<file path="src/rtl/fetch_pkg.sv">
// Shared types and defaults for the instruction-fetch sequencer.
// FETCH_PERF_EN (see fetch_sequencer.sv) adds the optional performance counters.
package fetch_pkg;

   localparam int                   PC_W_DEF     = 32;
   localparam int                   INSTR_W_DEF  = 32;
   localparam longint unsigned      RESET_PC_DEF = 64'd0;

   typedef enum logic [1:0] {
      RESET_ST = 2'd0,
      REQ      = 2'd1,
      WAIT_ID  = 2'd2,
      DRAIN    = 2'd3
   } fetch_state_t;

   typedef struct packed {
      logic [PC_W_DEF-1:0]    pc;
      logic [INSTR_W_DEF-1:0] instr;
   } if_id_t;

endpackage

</file>
<file path="src/rtl/fetch_perf_ctr.sv">
// Saturating fetch/stall event counters for the fetch sequencer.
// Only instantiated when FETCH_PERF_EN is defined.
module fetch_perf_ctr (
   input  logic        clock,
   input  logic        reset,
   input  logic        i_fetch_inc,
   input  logic        i_stall_inc,
   output logic [31:0] o_fetched,
   output logic [31:0] o_stall_cycles
);

   logic [31:0] r_fetched;
   logic [31:0] r_stall_cycles;

   function automatic logic [31:0] sat_inc(input logic [31:0] v);
      return (v == '1) ? v : v + 32'd1;
   endfunction

   always_ff @(posedge clock) begin
      if (reset) begin
         r_fetched      <= '0;
         r_stall_cycles <= '0;
      end else begin
         if (i_fetch_inc) r_fetched      <= sat_inc(r_fetched);
         if (i_stall_inc) r_stall_cycles <= sat_inc(r_stall_cycles);
      end
   end

   assign o_fetched      = r_fetched;
   assign o_stall_cycles = r_stall_cycles;

endmodule

</file>
<file path="src/rtl/fetch_sequencer.sv">
// Instruction-fetch sequencer: owns the pc, runs the imem req/ack handshake and fills IF_ID.
// Define FETCH_PERF_EN to add the perf_fetched / perf_stall_cycles counter outputs.
module fetch_sequencer
   import fetch_pkg::*;
#(
   parameter int              PC_W     = PC_W_DEF,
   parameter int              INSTR_W  = INSTR_W_DEF,
   parameter logic [PC_W-1:0] RESET_PC = PC_W'(RESET_PC_DEF)
) (
   input  logic                      clock,
   input  logic                      reset,
   input  logic                      branch_flag,
   input  logic [PC_W-1:0]           branch_target,
   input  logic                      id_stall,
   output logic                      imem_req,
   output logic [PC_W-1:0]           imem_addr,
   input  logic                      imem_ack,
   input  logic [INSTR_W-1:0]        imem_rdata,
   output logic [PC_W+INSTR_W-1:0]   IF_ID,
   output logic                      if_id_valid,
   output logic [PC_W-1:0]           pc
`ifdef FETCH_PERF_EN
  ,output logic [31:0]               perf_fetched,
   output logic [31:0]               perf_stall_cycles
`endif
);

   fetch_state_t                r_state;
   fetch_state_t                w_state_nxt;
   logic [PC_W-1:0]             r_pc;
   logic [PC_W-1:0]             w_pc_nxt;
   logic [PC_W-1:0]             r_addr;
   logic [PC_W+INSTR_W-1:0]     r_if_id;
   logic [PC_W+INSTR_W-1:0]     r_skid;
   logic                        r_vld;

   logic                        w_req;
   logic                        w_branch;
   logic                        w_busy;
   logic                        w_load_mem;
   logic                        w_load_skid;
   logic                        w_capture;
   logic                        w_load;

   // State register
   always_ff @(posedge clock) begin
      if (reset) r_state <= RESET_ST;
      else       r_state <= w_state_nxt;
   end

   // Next-state logic; a branch never abandons an open handshake, it drains it
   always_comb begin
      w_state_nxt = r_state;
      unique case (r_state)
         RESET_ST: w_state_nxt = REQ;
         REQ: begin
            if (w_branch)              w_state_nxt = imem_ack ? REQ : DRAIN;
            else if (imem_ack && w_busy) w_state_nxt = WAIT_ID;
         end
         WAIT_ID: begin
            if (w_branch || !id_stall) w_state_nxt = REQ;
         end
         DRAIN: begin
            if (imem_ack)              w_state_nxt = REQ;
         end
         default: w_state_nxt = RESET_ST;
      endcase
   end

   // Output / event decode
   always_comb begin
      w_req       = (r_state == REQ) || (r_state == DRAIN);
      w_branch    = branch_flag && (r_state != RESET_ST);
      w_busy      = r_vld && id_stall;
      w_load_mem  = (r_state == REQ) && imem_ack && !w_busy && !w_branch;
      w_capture   = (r_state == REQ) && imem_ack &&  w_busy && !w_branch;
      w_load_skid = (r_state == WAIT_ID) && !id_stall && !w_branch;
      w_load      = w_load_mem || w_load_skid;
   end

   always_comb begin
      w_pc_nxt = r_pc;
      if (w_branch)    w_pc_nxt = branch_target;
      else if (w_load) w_pc_nxt = r_pc + PC_W'(1);
   end

   // Datapath: pc, request address and the IF_ID latch
   always_ff @(posedge clock) begin
      if (reset) begin
         r_pc    <= RESET_PC;
         r_addr  <= RESET_PC;
         r_if_id <= '0;
         r_vld   <= 1'b0;
      end else begin
         r_pc <= w_pc_nxt;
         if (w_state_nxt == REQ) r_addr <= w_pc_nxt;
         if (w_load_mem)       r_if_id <= {r_pc, imem_rdata};
         else if (w_load_skid) r_if_id <= r_skid;
         if (w_branch)         r_vld <= 1'b0;
         else if (w_load)      r_vld <= 1'b1;
         else if (!id_stall)   r_vld <= 1'b0;
      end
   end

   // Skid slot is only meaningful in WAIT_ID, so it needs no reset
   always_ff @(posedge clock) begin
      if (w_capture) r_skid <= {r_pc, imem_rdata};
   end

   assign imem_req    = w_req;
   assign imem_addr   = r_addr;
   assign IF_ID       = r_if_id;
   assign if_id_valid = r_vld;
   assign pc          = r_pc;

`ifdef FETCH_PERF_EN
   fetch_perf_ctr u_perf (
      .clock          (clock),
      .reset          (reset),
      .i_fetch_inc    (w_load),
      .i_stall_inc    ((r_state == WAIT_ID) || (w_req && !imem_ack)),
      .o_fetched      (perf_fetched),
      .o_stall_cycles (perf_stall_cycles)
   );
`endif

endmodule

</file>
<file path="config.mk">
export PLATFORM = sky130hd
export DESIGN_NAME = fetch_sequencer
export DESIGN_NICKNAME = d
export VERILOG_FILES = /design/src/rtl/fetch_pkg.sv /design/src/rtl/fetch_perf_ctr.sv /design/src/rtl/fetch_sequencer.sv
export SDC_FILE = /design/constraint.sdc
export NUM_CORES = 1
export LEC_CHECK = 0
export BUFFER_PORTS_ARGS = -buffer_cell sky130_fd_sc_hd__buf_2
export CORE_ASPECT_RATIO = 1.5
export CORE_MARGIN = 4
export CORE_UTILIZATION = 55
export CTS_CLUSTER_SIZE = 40
export DETAILED_ROUTE_END_ITERATION = 8
export PLACE_DENSITY_LB_ADDON = 0.25
export REMOVE_ABC_BUFFERS = 1
export SETUP_SLACK_MARGIN = 0.1
export SYNTH_ARGS = -nofsm -noshare
export SYNTH_HDL_FRONTEND = slang
export SYNTH_SLANG_ARGS = --single-unit
export TNS_END_PERCENT = 10
</file>
<file path="constraint.sdc">
create_clock -name clock -period 7.1 [get_ports clock]
set_input_delay 1.065 -clock clock [delete_from_list [all_inputs] [get_ports clock]]
set_output_delay 1.065 -clock clock [all_outputs]
set_load 0.05 [all_outputs]
</file>
==> impl_metrics.ini, run 1 <==
[critical_path]
cp_common_cell = nor2_1
crit_family = simple AND/OR/NAND/NOR gates
worstSetupEndpointType = register
cp_slowest_cell = and4_4
cp.required_ns = 7.38
critPathKind = in2reg
crit_buf_inv = 2
cp_max_fo = 67
arrival_ns = 3.53
crit_chain = buf_2 -> nor2b_1 -> and4_4 -> a211o_1 -> buf_4 -> nor2_1 -> a21oi_1 -> nor2_1
crit_path_max_incr_delay_ns = 0.89
critPathLaunchType = input port

[clocking]
clkLatencyLatePin_ns = 0.42
cts_tree = yes
hold_buffers = 0
cts.sinks = 195
cts_buffers = 17
htree_levels = 4
post_cts_buffers = 0
path_clk_slew_ns = 0.07
root_buffer = clkbuf_16
ctsResizeCount = 0
cts_buffer_depth = 2

[detailed_routing]
vias = 6412
via_per_inst = 5.89
dr.pass1.iters = 5
routedWlPerCell_um = 18.5
ant_nets = 0
initialDrtViolationCount = 400
remaining_drc_errors = 0
routed_wl_mm = 20.2

[timing]
slew_headroom_pct = 34.1
finalSetupTns_ns = 0
hold_violations = 0
fmax_mhz = 308
period_share_pct = 45.8
fin_hold_ws_ns = 0.447
worst_pin_slew_ns = 0.989
setup_violations = 0
rsz0062_at_grt = false
skew_ns = 0.0132
fin_crit_ns = 3.25
worst_slack_ns = 3.85
final_max_slew_viol_count = 0

[synthesis]
syn_avg_cell_area_um2 = 10.4
synth_cells = 741
async_flop_share_pct = 0
synth_area_leaders = dfxtp_1 (34%), edfxtp_1 (25%), a22oi_1 (6.2%), a21oi_1 (4.5%), nand2_1 (4.1%)
synth.distinct_cells = 56
synth_largest_area_cell = dfxtp_1
netlist.area_leader.share_pct = 34.0
synth_edf_count = 64
yosys_warnings = 0
synth-seq-cells = 195
syn_area_um2 = 7710
synth-main-ff-cell = dfxtp_1
synth-seq-area-share_pct = 58.9

[floorplanning]
die_width_um = 105
io_pins = 199
start_util_pct = 56.7
fp.dieH_um = 153
rows = 52
die-area_um2 = 16000
coreArea_um2 = 13600

[finish]
nets = 984
drive_above_1_share_pct = 27.9
areaGrowthSynthToFinish_pct = 21.5
instances_no_fill = 1089
final_cell_mix = buf_2 (197), dfxtp_1 (131), nand2_1 (84), a21oi_1 (69)
n_antenna_cell = 0
final_common_cell = buf_2

[run_status]
outcome = finished, final reports clean

[global_route]
gr-usage-all-layers_pct = 24.6
grt_util_met1_pct = 31.1
overflow = 0
grt_busiest_layer = met2
global_route.usage.met3_pct = 6.46
grt_util_met2_pct = 41.4
grt_start_max_net_pins = 77
grt_pass1_vias = 6135
grt_pass1_wl_mm = 32.1
grt_antenna_before_repair = 1

[pwr]
vdd_ir_drop_max_mv = 0.170
p_per_area_nw_per_um2 = 263
p_leak_uw = 0.00376

[placed_design]
port_buffers = 198
place.gp.congestion = 0.866
place_ws_ns = 3.39
placedCellCount = 1057
dp_hpwl_mm = 13.2

[run]
drv_cap = 0

[min_path]
hp-class = reg2reg
[registers in the layout (all words and copies together) (netlist names)]
| register | count |
|---|---|
| IF_ID | 64 |
| if_id_valid | 1 |
| imem_addr | 32 |
| pc | 32 |
| r_skid | 64 |
| r_state | 2 |
[per-layer routing]
layer,wire length [µm],vias up,part of all wire [%]
met3,1490,38,7.4
li1,-,3076,-
met2,10000,251,50
met1,8170,3045,41
met4,437,2,2.2
met5,13,-,0.065
[worst paths after layout]
path                                      to  depth (start not counted)        start  slack (ns)
worst max-delay path            imem_addr[1]                          8  branch_flag        3.85
worst min-delay path               IF_ID[16]                          2    IF_ID[16]        0.45
worst max register to register  imem_addr[1]                          6   r_state[0]        4.15
worst min register to register     IF_ID[16]                          2    IF_ID[16]        0.45
[through the flow]
stage	cell area [µm²]	total power (µW)	utilization [%]
global placement	8790	1560	64.7
global route	9370	2560	68.9
CTS	9370	2490	68.9
finish	9370	2470	68.9
floorplan	7500	1450	-
detailed placement	8790	1560	64.7
[where the power goes]
part	leakage [µW]	total (µW)	internal, µW	switching [µW]
registers	0.00164	1230	1190	37.5
clock network	0.000283	931	496	434
logic	0.00184	310	80.9	229
[layout make-up]
cell class	count	area, µm²
inverters	4	15.0
fillers	1117	4230
repair buffers	208	1070
clock buffers	18	429
clock inverters	14	148
flip-flops and latches	195	4540
multi-input cells	488	2960
well taps	162	203
[kinds of logic (layout without fill, tap and decap cells)]
family / Yosys count / count (layout) / share of synthesized area (%)
multiplexers: 9 / 9 / 1.17
buffers and inverters: 58 / 244 / 3.02
adder cells (fa/ha/maj): 1 / 1 / 0.162
XOR/XNOR: 22 / 22 / 2.50
AND/OR/NAND/NOR: 256 / 256 / 17.1
AO/OA/AOI/OAI: 200 / 200 / 17.2
flip-flops: 195 / 195 / 58.9
[synth_stat cells (all sizes together), types with 5 or more instances]
| cell type | number |
|---|---|
| buf | 16 |
| o41ai | 6 |
| o21ai | 22 |
| a31oi | 7 |
| dfxtp | 131 |
| nand4 | 7 |
| nand2 | 84 |
| nand3b | 20 |
| and4 | 5 |
| xor2 | 13 |
| nor4 | 9 |
| edfxtp | 64 |
| o31a | 6 |
| a21o | 5 |
| xnor2 | 9 |
| a22oi | 64 |
| nor3 | 29 |
| and3 | 7 |
| a211oi | 7 |
| clkbuf | 38 |
| nand3 | 21 |
| mux2i | 9 |
| a21oi | 70 |
| nor2 | 53 |
[worst register-to-register path, cell delays in order (launching register included)]
cell and delay, ns:
dfxtp_1 0.61, and4_4 0.96, a211o_1 0.60, buf_4 0.39, nor2_1 0.08, a21oi_1 0.12
nor2_1 0.05
Power figures use the tool's default switching activity.
==> run 2, diff against run 1 <==
--- a/config.mk
+++ b/config.mk
@@ -8,7 +8,7 @@
 export BUFFER_PORTS_ARGS = -buffer_cell sky130_fd_sc_hd__buf_2
 export CORE_ASPECT_RATIO = 1.5
 export CORE_MARGIN = 4
-export CORE_UTILIZATION = 55
+export CORE_UTILIZATION = 48
 export CTS_CLUSTER_SIZE = 40
 export DETAILED_ROUTE_END_ITERATION = 8
 export PLACE_DENSITY_LB_ADDON = 0.25
==> constraint.sdc (replaced) <==
create_clock -name clock -period 2.7 [get_ports clock]
set_input_delay 0.405 -clock clock [delete_from_list [all_inputs] [get_ports clock]]
set_output_delay 0.405 -clock clock [all_outputs]
set_load 0.05 [all_outputs]
==> run 2 against run 1 <==
Against the previous run: design area up 2.0%; clock power increased to 2.5 times the previous value; non-clock buffer count increased by 17; first-iteration DRC count is 3.3% higher; sequential power rose to 2.6 times the previous value; via count decreased by 0.22%; combinational power increased to 2.8 times the previous value; critical path type is now reg2reg; die area up 14%; global-route usage is 1.9 points lower; clock-buffer cell count shrank 1; critical endpoint is now imem_addr[27].
==> impl_metrics.ini, run 2 (same netlist as run 1, synthesis figures left out) <==
[clocking]
htree_levels = 4
clkLatencyLatePin_ns = 0.42
cts.sinks = 195
hold_buffers = 0
path_clk_slew_ns = 0.08
cts_buffer_depth = 2
cts_tree = yes
root_buffer = clkbuf_16
cts_buffers = 17

[pwr]
p_switching_uw = 1880
sw_frac_of_total_pct = 29.1
p_per_area_nw_per_um2 = 674
seq_power_share_pct = 49.8
p_int_uw = 4560
power.share.combinational_pct = 13.3
pwr-share-clk_pct = 36.9
vdd_ir_drop_max_mv = 0.387
p_leak_uw = 0.00384

[critical_path]
arrival_ns = 2.73
cp_common_cell = buf_4
worstSetupEndpointType = register
crit_family = simple AND/OR/NAND/NOR gates
worstReg2RegStart = r_state[1]
cp_max_fo = 12
crit_path_max_incr_delay_ns = 0.47
cp.required_ns = 3.05
startpoint = r_state[1]
critPathLaunchType = register
crit_chain = buf_4 -> nor4b_4 -> buf_4 -> a21o_1 -> nand4_1 -> nor4_1 -> o21ai_0 -> a31oi_1
crit_buf_inv = 2
cp_slowest_cell = dfxtp_1
critPathKind = reg2reg

[global_route]
grt_pass1_vias = 6248
grt_start_max_net_pins = 100
grt_pass1_wl_mm = 33.5
gr-usage-all-layers_pct = 22.8
overflow = 0
grt_antenna_before_repair = 1

[detailed_routing]
ant_nets = 0
dr.pass1.iters = 5
initialDrtViolationCount = 413
vias = 6398
via_per_inst = 5.57
routedWlPerCell_um = 18.1
routed_wl_mm = 20.8
remaining_drc_errors = 0

[timing]
fin_hold_ws_ns = 0.169
fmax_mhz = 420
period_share_pct = 88.2
final_max_slew_viol_count = 0
skew_ns = 0.0110
slew_headroom_pct = 51.0
rsz0062_at_grt = true
setup_violations = 0
fin_crit_ns = 2.38
hold_violations = 0
worst_pin_slew_ns = 0.735
worst_slack_ns = 0.319

[min_path]
hp-class = in2reg
min_from = imem_rdata[4]

[run]
drv_cap = 0

[floorplanning]
die_width_um = 112
start_util_pct = 49.1
fp.dieH_um = 163
die-area_um2 = 18200
io_pins = 199
coreArea_um2 = 15700
rows = 56

[finish]
final_common_cell = buf_2
areaGrowthSynthToFinish_pct = 23.9
final_cell_mix = buf_2 (197), dfxtp_1 (131), nand2_1 (84), a21oi_1 (69), edfxtp_1 (64)
nets = 1001
drive_above_1_share_pct = 29.3

[placed_design]
dp_hpwl_mm = 14.4
place_ws_ns = 0.0655
port_buffers = 198
place.gp.congestion = 0.787

[run_status]
outcome = finished, final reports clean
[run 2: cell type report]
cell class | instances | area [µm²]
multi-input combinational | 488 | 2970
sequential | 195 | 4540
timing repair buffer | 225 | 1220
fill | 1372 | 6140
antenna | 1 | 2.50
inverter | 4 | 15.0
clock buffer | 17 | 425
tap | 203 | 254
clock inverter | 15 | 125
[run 2: path summary, 6_finish.rpt]
path,cells after the start,end,slack [ns]
setup / recovery,8,imem_addr[27],0.32
hold / removal,1,r_skid[4],0.17
setup reg to reg,8,imem_addr[27],0.32
hold reg to reg,2,IF_ID[18],0.45
[run 2: stage by stage]
| stage | total power (µW) | setup TNS [ns] | cells | area, µm² | utilization, % |
|---|---|---|---|---|---|
| after detailed placement | 4140 | 0 | 1115 | 9000 | 57.3 |
| after CTS | 6480 | 0 | 1147 | 9550 | 60.8 |
| after floorplan | 3810 | -146.63 | 687 | 7500 | - |
| after global routing | 6670 | 0 | 1148 | 9550 | 60.9 |
| final | 6440 | 0 | 1148 | 9550 | 60.9 |
| after global placement | 4130 | 0 | 1115 | 9000 | 57.3 |
[run 2: power by group through the flow]
stage | combinational (µW) | clock, µW | sequential, µW
CTS | 863 | 2410 | 3210
global route | 912 | 2530 | 3230
floorplan | 220 | 0 | 3590
detailed placement | 860 | 0 | 3280
finish | 857 | 2370 | 3210
global placement | 855 | 0 | 3270
[run 2: what timing repair did]
| action | in CTS | in global routing |
|---|---|---|
| gates resized for setup | 0 | 1 |
| endpoints found under the setup margin | 0 | 15 |
| buffers inserted | 0 | 0 |
[run 2: per-layer routing]
layer  vias up  track usage (%)  routed length [µm]
li1       3112                -                   -
met5         -                0                   0
met2       212             38.6               10300
met4         0             7.42                 325
met3        22             4.71                1310
met1      3052             29.3                8800
==> run 3, diff against run 2 <==
--- a/config.mk
+++ b/config.mk
@@ -6,7 +6,6 @@
 export NUM_CORES = 1
 export LEC_CHECK = 0
 export BUFFER_PORTS_ARGS = -buffer_cell sky130_fd_sc_hd__buf_2
-export CORE_ASPECT_RATIO = 1.5
 export CORE_MARGIN = 4
 export CORE_UTILIZATION = 48
 export CTS_CLUSTER_SIZE = 40
==> run 3 against run 2 <==
Against the previous run: critical path depth fell by 1; first-iteration DRC count grew 6.1%; sequential cell count is the same; hold slack lost 0.0035 ns; design area up 0.93%; highest routed layer is now met5.
==> impl_metrics.ini, run 3 (same netlist as run 1, synthesis figures left out) <==
[run_status]
outcome = finished, final reports clean

[floorplanning]
io_pins = 199
die-area_um2 = 18200
rows = 46
fp.dieH_um = 135
start_util_pct = 48.7
die_width_um = 135
coreArea_um2 = 15800

[global_route]
gr-usage-all-layers_pct = 22.8
grt_antenna_before_repair = 3
grt_pass1_vias = 6168
grt_pass1_wl_mm = 33.0
grt_start_max_net_pins = 76
overflow = 0

[detailed_routing]
routed.top_layer = met5
routed_wl_mm = 20.7
met2_length_mm = 9.45
via_per_inst = 5.58
dr.pass1.iters = 5
routedWlPerCell_um = 17.9
wl_met3_mm = 1.80
remaining_drc_errors = 0
initialDrtViolationCount = 438
ant_nets = 0
wl_met1_mm = 9.21
vias = 6458

[timing]
fin_crit_ns = 2.27
hold_violations = 0
fin_hold_ws_ns = 0.165
fmax_mhz = 440
setup_violations = 0
rsz0062_at_grt = false
slew_headroom_pct = 52.1
finalSetupTns_ns = 0
worst_pin_slew_ns = 0.718
period_share_pct = 84.2
skew_ns = 0.00639
final_max_slew_viol_count = 0

[critical_path]
worstSetupEndpointType = register
crit_family = simple AND/OR/NAND/NOR gates
cp_slowest_cell = dfxtp_1
arrival_ns = 2.61
crit_buf_inv = 1
cp_max_fo = 10
cp.required_ns = 3.04
critPathLaunchType = register
crit_path_max_incr_delay_ns = 0.55
critPathKind = reg2reg
crit_chain = nor4b_4 -> a22oi_1 -> buf_4 -> nor3_2 -> xor2_1 -> nor2_1 -> o41ai_2

[pwr]
p_per_area_nw_per_um2 = 708
p_leak_uw = 0.00387
vdd_ir_drop_max_mv = 0.461

[placed_design]
dp_hpwl_mm = 14.1
placedCellCount = 1125
port_buffers = 198
placed_area_um2 = 8990
place.gp.congestion = 0.795

[clocking]
htree_levels = 4
hold_buffers = 0
clkLatencyLatePin_ns = 0.43
cts_buffers = 17
path_clk_slew_ns = 0.07
root_buffer = clkbuf_16
cts_buffer_depth = 2
cts.sinks = 195
ctsResizeCount = 0
cts_tree = yes
post_cts_buffers = 0

[finish]
final_cell_mix = buf_2 (197), dfxtp_1 (131), nand2_1 (84), a21oi_1 (69)
drive_above_1_share_pct = 29.2
design_area_um2 = 9640
areaGrowthSynthToFinish_pct = 25.0
final_common_cell = buf_2
n_antenna_cell = 0
instances_no_fill = 1157
nets = 998

[min_path]
hp-class = in2reg

[run]
drv_cap = 0
## run 3: stage by stage
step                      setup WS (ns)  utilization [%]  power (µW)
final                             0.427             60.9        6820
after global routing              0.224             60.9        7060
after CTS                         0.437             60.9        6860
after detailed placement          0.406             56.8        4120
after global placement            0.472             56.8        4110
after floorplan                   -1.71                -        3810
## run 3: cell type report
type                       instances  area [µm²]
fill                            1366        6180
sequential                       195        4540
multi-input combinational        488        2960
timing repair buffer             222        1200
clock buffer                      17         425
tap                              216         270
clock inverter                    15         228
inverter                           4        15.0
## run 3: path summary, 6_finish.rpt
check                  from            end  slack [ns]  cells past startpoint
min reg2reg       IF_ID[24]      IF_ID[24]        0.45                      2
max reg2reg      r_state[1]  imem_addr[14]        0.43                      7
max              r_state[1]  imem_addr[14]        0.43                      7
min          imem_rdata[12]     r_skid[12]        0.17                      1
## run 3: metal layers
layer / track usage (%) / vias to the layer above
met1: 30.9 / 3089
met3: 6.30 / 27
met4: 6.00 / 6
met5: 0 / -
met2: 36.2 / 235
li1: - / 3101
## run 3: worst register-to-register path, cell delays in order (launching register included)
cell     delay [ns]
dfxtp_1        0.55
nor4b_4        0.46
a22oi_1        0.22
buf_4          0.22
nor3_2         0.19
xor2_1         0.18
nor2_1         0.09
o41ai_2        0.28
## run 3: power by group
group	internal (µW)	switching, µW	total, µW
clock network	1660	1110	2770
logic	224	610	834
registers	3120	98.6	3220
total	5000	1820	6820
